### config.mk
export PLATFORM = sky130hd
export DESIGN_NAME = inst_fetch_queue
export DESIGN_NICKNAME = d
export VERILOG_FILES = /design/src/rtl/inst_fetch_queue.sv
export SDC_FILE = /design/constraint.sdc
export NUM_CORES = 1
export LEC_CHECK = 0
export CAP_MARGIN = 20
export CORE_MARGIN = 2
export CORE_UTILIZATION = 41
export DETAILED_ROUTE_END_ITERATION = 10
export PLACE_DENSITY_LB_ADDON = 0.25
export SETUP_SLACK_MARGIN = 0.2
export SLEW_MARGIN = 20
export SYNTH_ARGS = -nofsm -noshare
export SYNTH_HDL_FRONTEND = slang
export SYNTH_SLANG_ARGS = --single-unit
### constraint.sdc
create_clock -name clk -period 4.1 [get_ports clk]
set_input_delay 0.82 -clock clk [delete_from_list [all_inputs] [get_ports clk]]
set_output_delay 0.82 -clock clk [all_outputs]
set_load 0.02 [all_outputs]
### src/rtl/inst_fetch_queue.sv
// Instruction prefetch queue: issues sequential fetches to a variable-latency
// instruction memory, buffers returned words in order and hands them to IF/ID.
// Credit-based issue guarantees every response has a free slot; redirects
// flush the buffer and mark in-flight fetches to be dropped on return.
module inst_fetch_queue #(
    parameter int          ADDR_W   = 32,
    parameter int          DATA_W   = 32,
    parameter int          DEPTH    = 4,
    parameter int          MAX_OUT  = 2,
    parameter logic [ADDR_W-1:0] RESET_PC = 32'h0000_0000
) (
    input  logic                       clk,
    input  logic                       rst,
    input  logic                       redirect_i,
    input  logic [ADDR_W-1:0]          redirect_pc_i,
    output logic                       rom_req_o,
    output logic [ADDR_W-1:0]          rom_addr_o,
    input  logic                       rom_gnt_i,
    input  logic                       rom_rvalid_i,
    input  logic [DATA_W-1:0]          rom_rdata_i,
    output logic                       inst_valid_o,
    output logic [ADDR_W-1:0]          inst_pc_o,
    output logic [DATA_W-1:0]          inst_o,
    input  logic                       inst_ready_i,
    output logic [$clog2(DEPTH+1)-1:0] count_o
);

    localparam int CNT_W = $clog2(DEPTH + 1);
    localparam int PTR_W = $clog2(DEPTH);
    localparam int OUT_W = $clog2(MAX_OUT + 1);
    localparam int AF_W  = (MAX_OUT > 1) ? $clog2(MAX_OUT) : 1;

    logic [ADDR_W-1:0] fetch_pc;
    logic              started;

    logic [ADDR_W-1:0] pc_mem   [DEPTH];
    logic [DATA_W-1:0] inst_mem [DEPTH];
    logic [PTR_W-1:0]  rd_ptr;
    logic [PTR_W-1:0]  wr_ptr;
    logic [CNT_W-1:0]  count;
    logic [CNT_W-1:0]  count_next;

    logic [OUT_W-1:0]  outstanding;
    logic [OUT_W-1:0]  outstanding_next;
    logic [OUT_W-1:0]  drop;

    logic [ADDR_W-1:0] af_mem [MAX_OUT];
    logic [AF_W-1:0]   af_rd;
    logic [AF_W-1:0]   af_wr;

    logic              grant;
    logic              resp_ok;
    logic              enq;
    logic              deq;
    logic [CNT_W:0]    used;

    // Address FIFO pointers wrap at MAX_OUT, which need not be a power of two
    function automatic logic [AF_W-1:0] af_next(input logic [AF_W-1:0] p);
        if (p == AF_W'(MAX_OUT - 1)) begin
            return '0;
        end
        return p + AF_W'(1);
    endfunction

    // Handshake qualifiers, credit check and net counter changes
    always_comb begin
        used      = (CNT_W + 1)'(count) + (CNT_W + 1)'(outstanding);
        rom_req_o = started && !redirect_i
                    && (outstanding < OUT_W'(MAX_OUT))
                    && (used < (CNT_W + 1)'(DEPTH));
        grant     = rom_req_o && rom_gnt_i;
        resp_ok   = rom_rvalid_i && (outstanding != '0);
        enq       = resp_ok && (drop == '0) && !redirect_i;
        deq       = (count != '0) && inst_ready_i && !redirect_i;

        count_next = count;
        case ({enq, deq})
            2'b10:   count_next = count + CNT_W'(1);
            2'b01:   count_next = count - CNT_W'(1);
            default: count_next = count;
        endcase

        outstanding_next = outstanding;
        case ({grant, resp_ok})
            2'b10:   outstanding_next = outstanding + OUT_W'(1);
            2'b01:   outstanding_next = outstanding - OUT_W'(1);
            default: outstanding_next = outstanding;
        endcase
    end

    assign rom_addr_o   = fetch_pc;
    assign inst_valid_o = (count != '0);
    assign inst_pc_o    = pc_mem[rd_ptr];
    assign inst_o       = inst_mem[rd_ptr];
    assign count_o      = count;

    // Fetch address, in-flight bookkeeping and drop accounting for redirects
    always_ff @(posedge clk or negedge rst) begin
        if (!rst) begin
            started     <= 1'b0;
            fetch_pc    <= RESET_PC;
            outstanding <= '0;
            drop        <= '0;
            af_rd       <= '0;
            af_wr       <= '0;
        end else begin
            started     <= 1'b1;
            outstanding <= outstanding_next;
            if (redirect_i) begin
                fetch_pc <= redirect_pc_i;
            end else if (grant) begin
                fetch_pc <= fetch_pc + ADDR_W'(4);
            end
            // Every request still in flight after a redirect is stale,
            // including any that were already doomed by an earlier redirect
            if (redirect_i) begin
                drop <= outstanding_next;
            end else if (resp_ok && (drop != '0)) begin
                drop <= drop - OUT_W'(1);
            end
            if (grant) begin
                af_wr <= af_next(af_wr);
            end
            if (resp_ok) begin
                af_rd <= af_next(af_rd);
            end
        end
    end

    // Address FIFO storage remembers the PC of each outstanding request
    always_ff @(posedge clk) begin
        if (grant) begin
            af_mem[af_wr] <= fetch_pc;
        end
    end

    // Instruction buffer: enqueue accepted responses, dequeue to IF/ID, flush on redirect
    always_ff @(posedge clk or negedge rst) begin
        if (!rst) begin
            rd_ptr <= '0;
            wr_ptr <= '0;
            count  <= '0;
            for (int i = 0; i < DEPTH; i++) begin
                pc_mem[i]   <= '0;
                inst_mem[i] <= '0;
            end
        end else if (redirect_i) begin
            rd_ptr <= '0;
            wr_ptr <= '0;
            count  <= '0;
        end else begin
            count <= count_next;
            if (enq) begin
                pc_mem[wr_ptr]   <= af_mem[af_rd];
                inst_mem[wr_ptr] <= rom_rdata_i;
                wr_ptr           <= wr_ptr + PTR_W'(1);
            end
            if (deq) begin
                rd_ptr <= rd_ptr + PTR_W'(1);
            end
        end
    end

endmodule

==> metrics.yaml <==
clock_tree:
  holdBufCountCts: 0
  clock_latency_ns: 0.52
  clk_pin_slew_worst_paths_ns: 0.06
  cts_max_level: 2
  cts.sinks: 366
  tritoncts: "built"
  root_buffer: "clkbuf_16"
  cts_resized: 0
  post_cts_buffers: 0
  cts_buffer_depth: 3
  cts_buffers: 40
synth:
  synth_largest_area_cell: "dfrtp_1"
  ys_ff_latch: 366
  ys_seq_area_frac: 0.596
  synth.distinct_cells: 48
  syn_inst: 1004
  synthSimpleGateAreaFrac: 0.0458
  synthXorXnorAreaFrac: 0.00771
  synth_edf_count: 64
  netlist.area_leader.share: 0.475
  syn-cell-area_mm2: 0.0159
  post_synth.cell_area_avg_um2: 15.8
  yosys_warnings: 0
  synth_top_family_by_area: "multiplexers"
  synth_most_common_cell: "dfrtp_1"
  synthArstFlopShare: 0.825
  synth_area_leaders: "dfrtp_1, mux2_2, edfxtp_1"
  synthesis.nets: 1083
  synthAdderAreaFrac: 0.00755
  synth_compound_area_frac: 0.0230
  synthFlopType: "dfrtp_1"
  synth_common_cells: "dfrtp_1, mux2_2, edfxtp_1, mux4_2, buf_2"
  synth.mux.area_fraction: 0.300
timing:
  rsz0062_at_grt: "false"
  fin_tns_setup_ns: 0
  fin_crit_sh: 0.870
  finalHoldViolations: 0
  max_freq_ghz: 0.280
  period_minus_slack_ns: 3.57
  relSlewSlack: 0.333
  tightestPinTransition_ns: 0.997
  finalClockSkew_ns: 0.00855
  setup_viol_count_final: 0
  slew_violations: 0
global_routing:
  grt_pass1_wl_mm: 56.8
  grt_pass1_vias: 9923
  antenna_found_initial: 1
  grt_max_degree: 80
  grt.overflow.total: 0
  grtUsageTotal: 0.178
worst_setup_path:
  crit_path_start_kind: "flop"
  cp-startpoint: "rd_ptr[0]"
  r2r-start: "count_o[1]"
  critPathRequiredTime_ns: 3.28
  arrival_ns: 2.75
  max_stage_delay_ns: 0.74
  crit_type: "flop to output pin"
  cp_cell_sequence: "buf_12 > mux4_2 > clkdlybuf4s50_1"
  crit_buf_inv: 2
  cp_top_family: "buffers and inverters"
  slowest_stage: "dfrtp_4"
  crit_path_max_fanout: 24
  endpoint_kind: "output pin"
min_path:
  hold_class: "input pin to async pin"
power_and_ir_drop:
  comb_power_share: 0.344
  total_power_uw: 13000
  vdd_drop_max_v: 0.000376
  clock_power_share: 0.265
  p_switching_uw: 3990
  seq_power_share: 0.391
  leakagePower_uw: 0.00825
  p_per_area_mw_per_mm2: 667
  swShare: 0.306
  intPower_uw: 9050
die:
  coreArea_mm2: 0.0385
  die_h_um: 201
  die_area_mm2: 0.0404
  num_io_pins: 171
  die_w_um: 201
  rows: 72
  initial_utilization: 0.414
drt:
  vias: 9254
  drc: 0
  drtPass1Iterations: 4
  ant_nets: 0
  wl_per_cell_um: 20.5
  post_drt_via_cell_ratio: 5.35
  drt-initial-drc-count: 490
  routed_wirelength_mm: 35.4
cells_and_area:
  nNetsFinal: 1259
  layout-drive-gt1-share: 0.373
  stdcell_count: 1729
  n_fill_cell: 3277
  fin_util: 0.508
  fin_area_mm2: 0.0196
  area_delta_synth_final_pct: 22.9
placement:
  dp_cells: 1656
  gp_congestion: 0.768
  placed_area_mm2: 0.0183
  numPortBuffers: 170
  dp_hpwl_mm: 22.9
flow_run:
  cap_viol_max_count: 0
status:
  outcome: "completed"
[worst reg2reg max path: stages, from the launching register on]
cell,delay [ns]
dfrtp_1,0.47
ha_1,0.32
nand3_1,0.09
and4_1,0.24
buf_4,0.23
nor2_1,0.79
o21ai_0,0.25
nand3_1,0.13
[power groups by stage]
stage	Sequential (uW)	Combinational, uW	Clock, uW
6_report	5100	4490	3450
3_3_place_gp	5140	4500	0
2_1_floorplan	4950	2820	0
3_5_place_dp	5170	4550	0
4_1_cts	5120	4570	3540
5_1_grt	5220	4770	3700
[cell families after synthesis]
family	Yosys count
xor gates and xnor gates	14
and+or+nand+nor	135
adders and majority gates	9
DFF	366
AOI/OAI and AO/OA	51
buffers and inverters	68
other	1
muxes	360
[registers in the layout (all words and copies together), names as in the netlist]
register,count
inst_mem,128
count_o,3
started,1
drop,2
af_wr,1
af_rd,1
pc_mem,128
outstanding,2
rd_ptr,2
rom_addr_o,32
af_mem,64
wr_ptr,2
[routing by layer]
| metal | global-route usage | part of all wire | wire length (um) |
|---|---|---|---|
| met5 | 0 | 0 | 0 |
| met4 | 0.0579 | 0.026 | 923 |
| met2 | 0.289 | 0.49 | 17200 |
| met3 | 0.0263 | 0.039 | 1390 |
| met1 | 0.247 | 0.45 | 15900 |
[layout make-up]
type                            instances  area, um2  share of cell area
Sequential cell                       366       9480               0.485
Multi-Input combinational cell        570       6130               0.313
Timing Repair Buffer                  194       2010               0.103
Clock buffer                           58       1140              0.0583
Tap cell                              518        648              0.0331
Clock inverter                         14        121             0.00620
Inverter                                8       30.0             0.00154
Antenna cell                            1       2.50            0.000128
[cells in the final DEF, fill, tap and decap left out, types with 6 or more instances in the layout]
cell type,Yosys,routed
edfxtp_1,64,64
mux2_2,292,292
nor2b_1,9,9
nand2_1,36,36
mux4_2,64,64
inv_1,8,8
nand3_1,18,18
clkdlybuf4s50_1,0,168
nor2_1,20,19
buf_12,0,10
nand4_1,10,10
xnor2_1,11,11
o21ai_0,15,15
clkbuf_1,11,12
o211ai_1,9,9
ha_1,8,8
nor3_1,7,7
a221o_1,6,6
dfrtp_1,302,300
buf_4,5,14
clkbuf_16,0,41
[worst paths after layout]
kind                       cells after the start              to  slack, ns
max in group asynchronous                      2     pc_mem[119]       2.65
setup reg to reg                               7  rom_addr_o[28]       1.52
hold reg to reg                                1      pc_mem[35]       0.50
min in group clk                               1      pc_mem[35]       0.50
hold / removal                                 1    inst_mem[64]       0.28
setup / recovery                               3    inst_pc_o[9]       0.53
[stage by stage]
step                hold WS (ns)  setup WS [ns]
finish                     0.281          0.533
global route               0.336          0.402
CTS                        0.330          0.456
detailed placement         0.491          0.984
global placement           0.483           1.02
floorplan                  0.460          0.492
Power figures use the tool's default switching activity.
